## src/rtl/biu_pkg.sv

```systemverilog
// Shared types and encodings for the 8088 bus interface unit controller:
// bus cycle states, segment selects and address-generator OP codes.
package biu_pkg;

    typedef enum logic [2:0] {
        BUS_TI = 3'd0,
        BUS_T1 = 3'd1,
        BUS_T2 = 3'd2,
        BUS_T3 = 3'd3,
        BUS_TW = 3'd4,
        BUS_T4 = 3'd5
    } bus_state_t;

    localparam logic [1:0] SEG_CS = 2'b00;
    localparam logic [1:0] SEG_DS = 2'b01;
    localparam logic [1:0] SEG_SS = 2'b10;
    localparam logic [1:0] SEG_ES = 2'b11;

    localparam logic [2:0] OP_SEG_IP        = 3'b000;
    localparam logic [2:0] OP_SEG_REL       = 3'b001;
    localparam logic [2:0] OP_SEG_R1        = 3'b010;
    localparam logic [2:0] OP_SEG_R1_REL    = 3'b011;
    localparam logic [2:0] OP_SEG_R1_R2     = 3'b100;
    localparam logic [2:0] OP_SEG_R1_R2_REL = 3'b101;

    localparam int Q_CNT_W = 3;

endpackage

```

## src/rtl/biu_queue_tracker.sv

```systemverilog
// Prefetch queue occupancy counter. Flush beats everything, a simultaneous
// push and pop cancel out, and a pop on an empty queue is ignored.
module biu_queue_tracker #(
    parameter int QUEUE_DEPTH = 4,
    parameter int CNT_W       = 3
) (
    input  logic             clk,
    input  logic             reset,
    input  logic             push_i,
    input  logic             pop_i,
    input  logic             flush_i,
    output logic [CNT_W-1:0] count_o,
    output logic [CNT_W-1:0] count_next_o
);

    logic [CNT_W-1:0] count_q;
    logic [CNT_W-1:0] count_d;

    // Next occupancy in priority order; the arbiter looks at this value.
    always_comb begin
        count_d = count_q;
        if (flush_i) begin
            count_d = '0;
        end else if (push_i && pop_i) begin
            count_d = count_q;
        end else if (push_i && (count_q != CNT_W'(QUEUE_DEPTH))) begin
            count_d = count_q + CNT_W'(1);
        end else if (pop_i && (count_q != '0)) begin
            count_d = count_q - CNT_W'(1);
        end else begin
            count_d = count_q;
        end
    end

    // Occupancy register.
    always_ff @(posedge clk or posedge reset) begin
        if (reset) begin
            count_q <= '0;
        end else begin
            count_q <= count_d;
        end
    end

    assign count_o      = count_q;
    assign count_next_o = count_d;

endmodule

```

## src/rtl/biu_bus_controller.sv

```systemverilog
// 8088 BIU sequencer: runs T1..T4 (+TW) bus cycles, gives EU requests
// priority over prefetch and drives the datapath selects and bus strobes.
module biu_bus_controller
    import biu_pkg::*;
#(
    parameter int QUEUE_DEPTH = 4,
    parameter int MAX_WAIT    = 15
) (
    input  logic         clk,
    input  logic         reset,
    input  logic         eu_req,
    input  logic         eu_we,
    input  logic [2:0]   eu_op,
    input  logic [1:0]   eu_seg,
    input  logic [7:0]   eu_wdata,
    output logic [7:0]   eu_rdata,
    output logic         eu_done,
    input  logic         q_pop,
    input  logic         q_flush,
    output logic [2:0]   q_count,
    input  logic         ready,
    input  logic [7:0]   bus_rdata,
    output logic [7:0]   bus_wdata,
    output logic         ale,
    output logic         rd_n,
    output logic         wr_n,
    output logic [2:0]   addr_op,
    output logic [1:0]   seg_sel,
    output logic         ip_en,
    output logic         ip_sel,
    output logic         q_push,
    output logic         internal_rd_wr,
    output logic [2:0]   bus_state,
    output logic         bus_err
);

    localparam int WAIT_W = $clog2(MAX_WAIT + 1);

    bus_state_t          state_q, state_d;
    logic [WAIT_W-1:0]   wait_q, wait_d;
    logic                is_eu_q, is_eu_d;
    logic                we_q, we_d;
    logic                flushed_q, flushed_d;
    logic [2:0]          addr_op_q, addr_op_d;
    logic [1:0]          seg_sel_q, seg_sel_d;
    logic [7:0]          bus_wdata_q, bus_wdata_d;
    logic [7:0]          eu_rdata_q, eu_rdata_d;
    logic                ale_q, ale_d;
    logic                rd_n_q, rd_n_d;
    logic                wr_n_q, wr_n_d;
    logic                q_push_q, q_push_d;
    logic                ip_en_q, ip_en_d;
    logic                eu_done_q, eu_done_d;
    logic                bus_err_q, bus_err_d;
    logic [Q_CNT_W-1:0]  q_count_next_s;
    logic                arb_s, finish_s, timeout_s, strobe_s, pf_ok_s;

    biu_queue_tracker #(
        .QUEUE_DEPTH (QUEUE_DEPTH),
        .CNT_W       (Q_CNT_W)
    ) u_queue (
        .clk          (clk),
        .reset        (reset),
        .push_i       (q_push_q),
        .pop_i        (q_pop),
        .flush_i      (q_flush),
        .count_o      (q_count),
        .count_next_o (q_count_next_s)
    );

    assign pf_ok_s = (q_count_next_s < Q_CNT_W'(QUEUE_DEPTH)) && !q_flush;

    // Bus cycle sequencing, arbitration and registered output decode.
    always_comb begin
        state_d     = state_q;
        wait_d      = wait_q;
        is_eu_d     = is_eu_q;
        we_d        = we_q;
        flushed_d   = 1'b0;
        addr_op_d   = addr_op_q;
        seg_sel_d   = seg_sel_q;
        bus_wdata_d = bus_wdata_q;
        eu_rdata_d  = eu_rdata_q;
        q_push_d    = 1'b0;
        ip_en_d     = 1'b0;
        eu_done_d   = 1'b0;
        arb_s       = 1'b0;
        finish_s    = 1'b0;
        timeout_s   = 1'b0;

        case (state_q)
            BUS_TI: arb_s = 1'b1;
            BUS_T1: state_d = BUS_T2;
            BUS_T2: state_d = BUS_T3;
            BUS_T3: begin
                if (ready) begin
                    finish_s = 1'b1;
                end else begin
                    state_d = BUS_TW;
                    wait_d  = WAIT_W'(1);
                end
            end
            BUS_TW: begin
                if (ready) begin
                    finish_s = 1'b1;
                end else if (wait_q == WAIT_W'(MAX_WAIT)) begin
                    finish_s  = 1'b1;
                    timeout_s = 1'b1;
                end else begin
                    wait_d = wait_q + WAIT_W'(1);
                end
            end
            BUS_T4: arb_s = 1'b1;
            default: state_d = BUS_TI;
        endcase

        if (finish_s) begin
            state_d = BUS_T4;
            wait_d  = '0;
        end else begin
            wait_d = wait_d;
        end

        if (arb_s && eu_req) begin
            state_d     = BUS_T1;
            wait_d      = '0;
            is_eu_d     = 1'b1;
            we_d        = eu_we;
            addr_op_d   = eu_op;
            seg_sel_d   = eu_seg;
            bus_wdata_d = eu_wdata;
        end else if (arb_s && pf_ok_s) begin
            state_d     = BUS_T1;
            wait_d      = '0;
            is_eu_d     = 1'b0;
            we_d        = 1'b0;
            addr_op_d   = OP_SEG_IP;
            seg_sel_d   = SEG_CS;
            bus_wdata_d = 8'h00;
        end else if (arb_s) begin
            state_d = BUS_TI;
            wait_d  = '0;
            we_d    = 1'b0;
        end else begin
            // A flush seen anywhere in the cycle voids the fetched byte.
            flushed_d = flushed_q | q_flush;
        end

        if (finish_s && is_eu_q) begin
            eu_done_d = 1'b1;
            if (!we_q) begin
                eu_rdata_d = timeout_s ? 8'hFF : bus_rdata;
            end else begin
                eu_rdata_d = eu_rdata_q;
            end
        end else if (finish_s) begin
            q_push_d = !(timeout_s || flushed_q || q_flush);
            ip_en_d  = !(timeout_s || flushed_q || q_flush);
        end else begin
            eu_done_d = 1'b0;
        end

        bus_err_d = timeout_s;
        strobe_s  = (state_d == BUS_T2) || (state_d == BUS_T3) || (state_d == BUS_TW);
        ale_d     = (state_d == BUS_T1);
        rd_n_d    = !(strobe_s && !we_d);
        wr_n_d    = !(strobe_s && we_d);
    end

    // State and output registers; reset abandons any cycle in flight.
    always_ff @(posedge clk or posedge reset) begin
        if (reset) begin
            state_q     <= BUS_TI;
            wait_q      <= '0;
            is_eu_q     <= 1'b0;
            we_q        <= 1'b0;
            flushed_q   <= 1'b0;
            addr_op_q   <= 3'b000;
            seg_sel_q   <= 2'b00;
            bus_wdata_q <= 8'h00;
            eu_rdata_q  <= 8'h00;
            ale_q       <= 1'b0;
            rd_n_q      <= 1'b1;
            wr_n_q      <= 1'b1;
            q_push_q    <= 1'b0;
            ip_en_q     <= 1'b0;
            eu_done_q   <= 1'b0;
            bus_err_q   <= 1'b0;
        end else begin
            state_q     <= state_d;
            wait_q      <= wait_d;
            is_eu_q     <= is_eu_d;
            we_q        <= we_d;
            flushed_q   <= flushed_d;
            addr_op_q   <= addr_op_d;
            seg_sel_q   <= seg_sel_d;
            bus_wdata_q <= bus_wdata_d;
            eu_rdata_q  <= eu_rdata_d;
            ale_q       <= ale_d;
            rd_n_q      <= rd_n_d;
            wr_n_q      <= wr_n_d;
            q_push_q    <= q_push_d;
            ip_en_q     <= ip_en_d;
            eu_done_q   <= eu_done_d;
            bus_err_q   <= bus_err_d;
        end
    end

    assign bus_state      = state_q;
    assign addr_op        = addr_op_q;
    assign seg_sel        = seg_sel_q;
    assign bus_wdata      = bus_wdata_q;
    assign eu_rdata       = eu_rdata_q;
    assign internal_rd_wr = we_q;
    assign ale            = ale_q;
    assign rd_n           = rd_n_q;
    assign wr_n           = wr_n_q;
    assign q_push         = q_push_q;
    assign ip_en          = ip_en_q;
    assign ip_sel         = 1'b0;
    assign eu_done        = eu_done_q;
    assign bus_err        = bus_err_q;

endmodule
```

## config.mk

```make
export PLATFORM = sky130hd
export DESIGN_NAME = biu_bus_controller
export DESIGN_NICKNAME = d
export VERILOG_FILES = /design/src/rtl/biu_pkg.sv /design/src/rtl/biu_queue_tracker.sv /design/src/rtl/biu_bus_controller.sv
export SDC_FILE = /design/constraint.sdc
export NUM_CORES = 1
export LEC_CHECK = 0
export CAP_MARGIN = 40
export CORE_UTILIZATION = 42
export DETAILED_ROUTE_END_ITERATION = 12
export HOLD_SLACK_MARGIN = 0.15
export PLACE_DENSITY_LB_ADDON = 0.25
export SYNTH_ARGS = -nofsm -noshare
export SYNTH_HDL_FRONTEND = slang
export SYNTH_SLANG_ARGS = --single-unit
```

## constraint.sdc

```tcl
create_clock -name clk -period 1.8 [get_ports clk]
set_input_delay 0.36 -clock clk [delete_from_list [all_inputs] [get_ports clk]]
set_output_delay 0.36 -clock clk [all_outputs]
set_load 0.01 [all_outputs]
```

==> impl_metrics.csv <==
group,metric,value,unit
yosys,synth_nets,211,
pwr,pwr-share-seq,34.5,%
timing,rsz0062_at_grt,"true",
die,placeableCoreArea,4470,um^2
critical_path,cp_data_required_time,1.98,ns
timing,hold_violations,0,
final_layout,drive_above_1_share,19.3,%
critical_path,critical_path.max_fanout,14,
clocking,ctsRootBufferMaster,"clkbuf_8",
final_layout,antenna_cells,0,
yosys,synth_top_area_share,47.3,%
detailed_routing,first_iter_violations,67,
global_routing,grt_usage,19.3,%
detailed_routing,wl_per_cell,14.7,um
yosys,synth_top_family_by_area,"compound AO/OA/AOI/OAI gates",
clocking,cts_buffers,5,
yosys,avgSynthCellArea,11.2,um^2
global_routing,grt_max_degree,41,
yosys,synth-edff-count,0,
final_layout,final_area,2950,um^2
pwr,power_density,1460,nW/um^2
clocking,postCtsHoldBufs,0,
clocking,cts_tree,"built",
timing,fin_crit,1.80,ns
yosys,yosys.area.top_type,"dfrtp_1",
place,postPlaceCellArea,2810,um^2
die,die_w,71.2,um
clocking,clk_pin_slew,0.08,ns
yosys,synth_compound_area_share,17.5,%
critical_path,ff2ff_setup_slack,0.002,ns
final_layout,fillers,351,
yosys,synthAdderAreaFrac,2.49,%
detailed_routing,detail-route-antenna-nets,0,
timing,maxSlewViolCount,0,
yosys,synth_simple_gate_area_share,14.0,%
status,status,"complete, but fails checks",
global_routing,grt_pass1_vias,1610,
clocking,clk_latency,0.29,ns
pwr,leakage,1.34,nW
timing,min_period_over_period,99.9,%
place,portBuffers,62,
critical_path,arrival,1.97,ns
die,std_cell_rows,24,
final_layout,layout.nets,290,
global_routing,antenna_found_initial,0,
final_layout,syn_to_final_growth,47.0,%
yosys,yosysWarnings,0,
die,die_height,71.2,um
pwr,p_comb_share,52.3,%
detailed_routing,vias,1622,
global_routing,gr-total-overflow,0,
yosys,synthMostInstantiatedCell,"dfrtp_1",
timing,max_freq,556,MHz
yosys,synth_area,2010,um^2
pwr,internal-power,2.81,mW
die,io_pins,64,
clocking,cts_buffer_depth,2,
critical_path,crit_type,"reg2reg",
yosys,synth_mux_area_share,4.98,%
yosys,synth_common_cells,"dfrtp_1 (38), inv_1 (19), a22o_1 (17)",
detailed_routing,drcViolationCount,4,
clocking,htreeDepth,2,
critical_path,worst_setup_path_start_kind,"flop",
pwr,p_sw,1.51,mW
detailed_routing,drt-total-wl,4570,um
global_routing,grt_pass1_wl,7590,um
pwr,total_power,4.32,mW
run,drv_cap,0,
pwr,p_clk_share,13.2,%
critical_path,crit_path_end_kind,"flop",
yosys,ys_types,50,
yosys,async_reset_ff_share,100,%
detailed_routing,firstDrtPassIters,8,
yosys,synth_cells,179,
timing,skew,0.00794,ns
yosys,synthTopCellsByArea,"dfrtp_1 (47%), a22o_1 (7.4%), mux2i_1 (5.0%), inv_1 (3.5%), dfstp_2 (2.6%)",
yosys,synth-seq-area-share,49.9,%
yosys,synth_xor_area_share,2.62,%
timing,final-setup-viol-count,0,
detailed_routing,vias_per_cell,5.22,
die,die-area,5070,um^2
clocking,cts.sinks,40,
yosys,synth-main-ff-cell,"dfrtp_1",
yosys,ys_ff_latch,40,
place,routabilityCongestion,0.811,
place,hpwlAfterDp,3370,um
die,start_util,44.9,%
pwr,swShare,34.9,%
hold_path,holdCritPathClass,"in2async",
status,violations,"DRC",
pwr,vdd_ir_drop_max,0.710,mV
[cells in the final DEF (no fill, tap or decap), drive strengths merged, types with 3 or more instances in the layout]
cell,count
buf,23
inv,19
o31ai,3
nand2b,4
mux2i,10
xnor2,6
nor2,15
dfrtp,38
o21ai,4
a21oi,5
nand3,4
nand2,4
a22o,17
clkdlybuf4s50,61
clkbuf,6
ha,4
[final timing paths]
kind | endpoint | depth (start not counted) | start
max reg2reg | bus_wdata[7] | 7 | u_queue.count_o[0]
min | eu_rdata[0] | 3 | reset
max in group asynchronous | rd_n | 3 | reset
min reg2reg | flushed_q | 2 | flushed_q
max | bus_wdata[7] | 7 | u_queue.count_o[0]
min in group clk | flushed_q | 2 | flushed_q
[critical path: stages (launching register included)]
cell and delay, ns:
dfrtp_1 0.43, inv_2 0.12, ha_4 0.15, and4bb_2 0.25, nor4_4 0.28, o31ai_4 0.10
buf_12 0.16, a22o_1 0.19
[timing repair]
item,4_1_cts,5_1_grt
setup endpoints to repair,14,17
pin swaps,2,5
buffers inserted,0,2
gates resized for setup,1,10
[metrics by stage]
| stage | setup TNS, ns | hold WS (ns) | util [%] | cells | worst slack, ns |
|---|---|---|---|---|---|
| finish | 0 | 0.418 | 66.0 | 311 | 0.00164 |
| global placement | -2.45 | 0.464 | 62.8 | 301 | -0.166 |
| detailed placement | -3.50 | 0.478 | 62.8 | 301 | -0.246 |
| global route | -0.847 | 0.435 | 66.0 | 311 | -0.0715 |
| CTS | -0.0858 | 0.419 | 64.7 | 309 | -0.0218 |
| floorplan | 0 | 0.423 | - | 179 | 0.00923 |
[kinds of logic (layout without fill, tap and decap cells)]
| group | after synthesis | count (layout) |
|---|---|---|
| and+or+nand+nor | 45 | 45 |
| AOI/OAI and AO/OA | 41 | 41 |
| DFF | 40 | 40 |
| buffers and inverters | 32 | 112 |
| muxes | 10 | 10 |
| xor gates and xnor gates | 6 | 6 |
| adders and majority gates | 4 | 4 |
| other | 1 | 1 |
[layout make-up]
class	count	area [um^2]	area share, %
Inverter	19	73.8	2.50
Sequential cell	40	1010	34.1
Clock inverter	2	12.5	0.424
Multi-Input combinational cell	107	890	30.1
Clock buffer	6	72.6	2.46
Timing Repair Buffer	85	833	28.2
Tap cell	52	65.1	2.20
[state kept, by name, summed over array words and instances (netlist names), 2 cells and up]
| signal | flops |
|---|---|
| u_queue.count_o | 3 |
| eu_rdata | 8 |
| bus_wdata | 8 |
| addr_op | 3 |
| wait_q | 4 |
| seg_sel | 2 |
| bus_state | 3 |
[power groups by stage]
| stage | Combinational (mW) | Clock, mW | Sequential, mW |
|---|---|---|---|
| detailed placement | 2.22 | 0 | 1.49 |
| CTS | 2.22 | 0.597 | 1.49 |
| finish | 2.26 | 0.568 | 1.49 |
| global placement | 2.17 | 0 | 1.49 |
| global route | 2.46 | 0.628 | 1.53 |
| floorplan | 1.06 | 0 | 1.61 |
[metal layers]
| metal | vias to the layer above | wire length (um) | global-route usage [%] |
|---|---|---|---|
| met2 | 45 | 2330 | 31.9 |
| met5 | - | 0 | 0 |
| met1 | 796 | 1980 | 24.7 |
| met3 | 4 | 218 | 5.70 |
| li1 | 777 | - | - |
| met4 | 0 | 40 | 5.56 |
(Power assumes the default switching activity.)
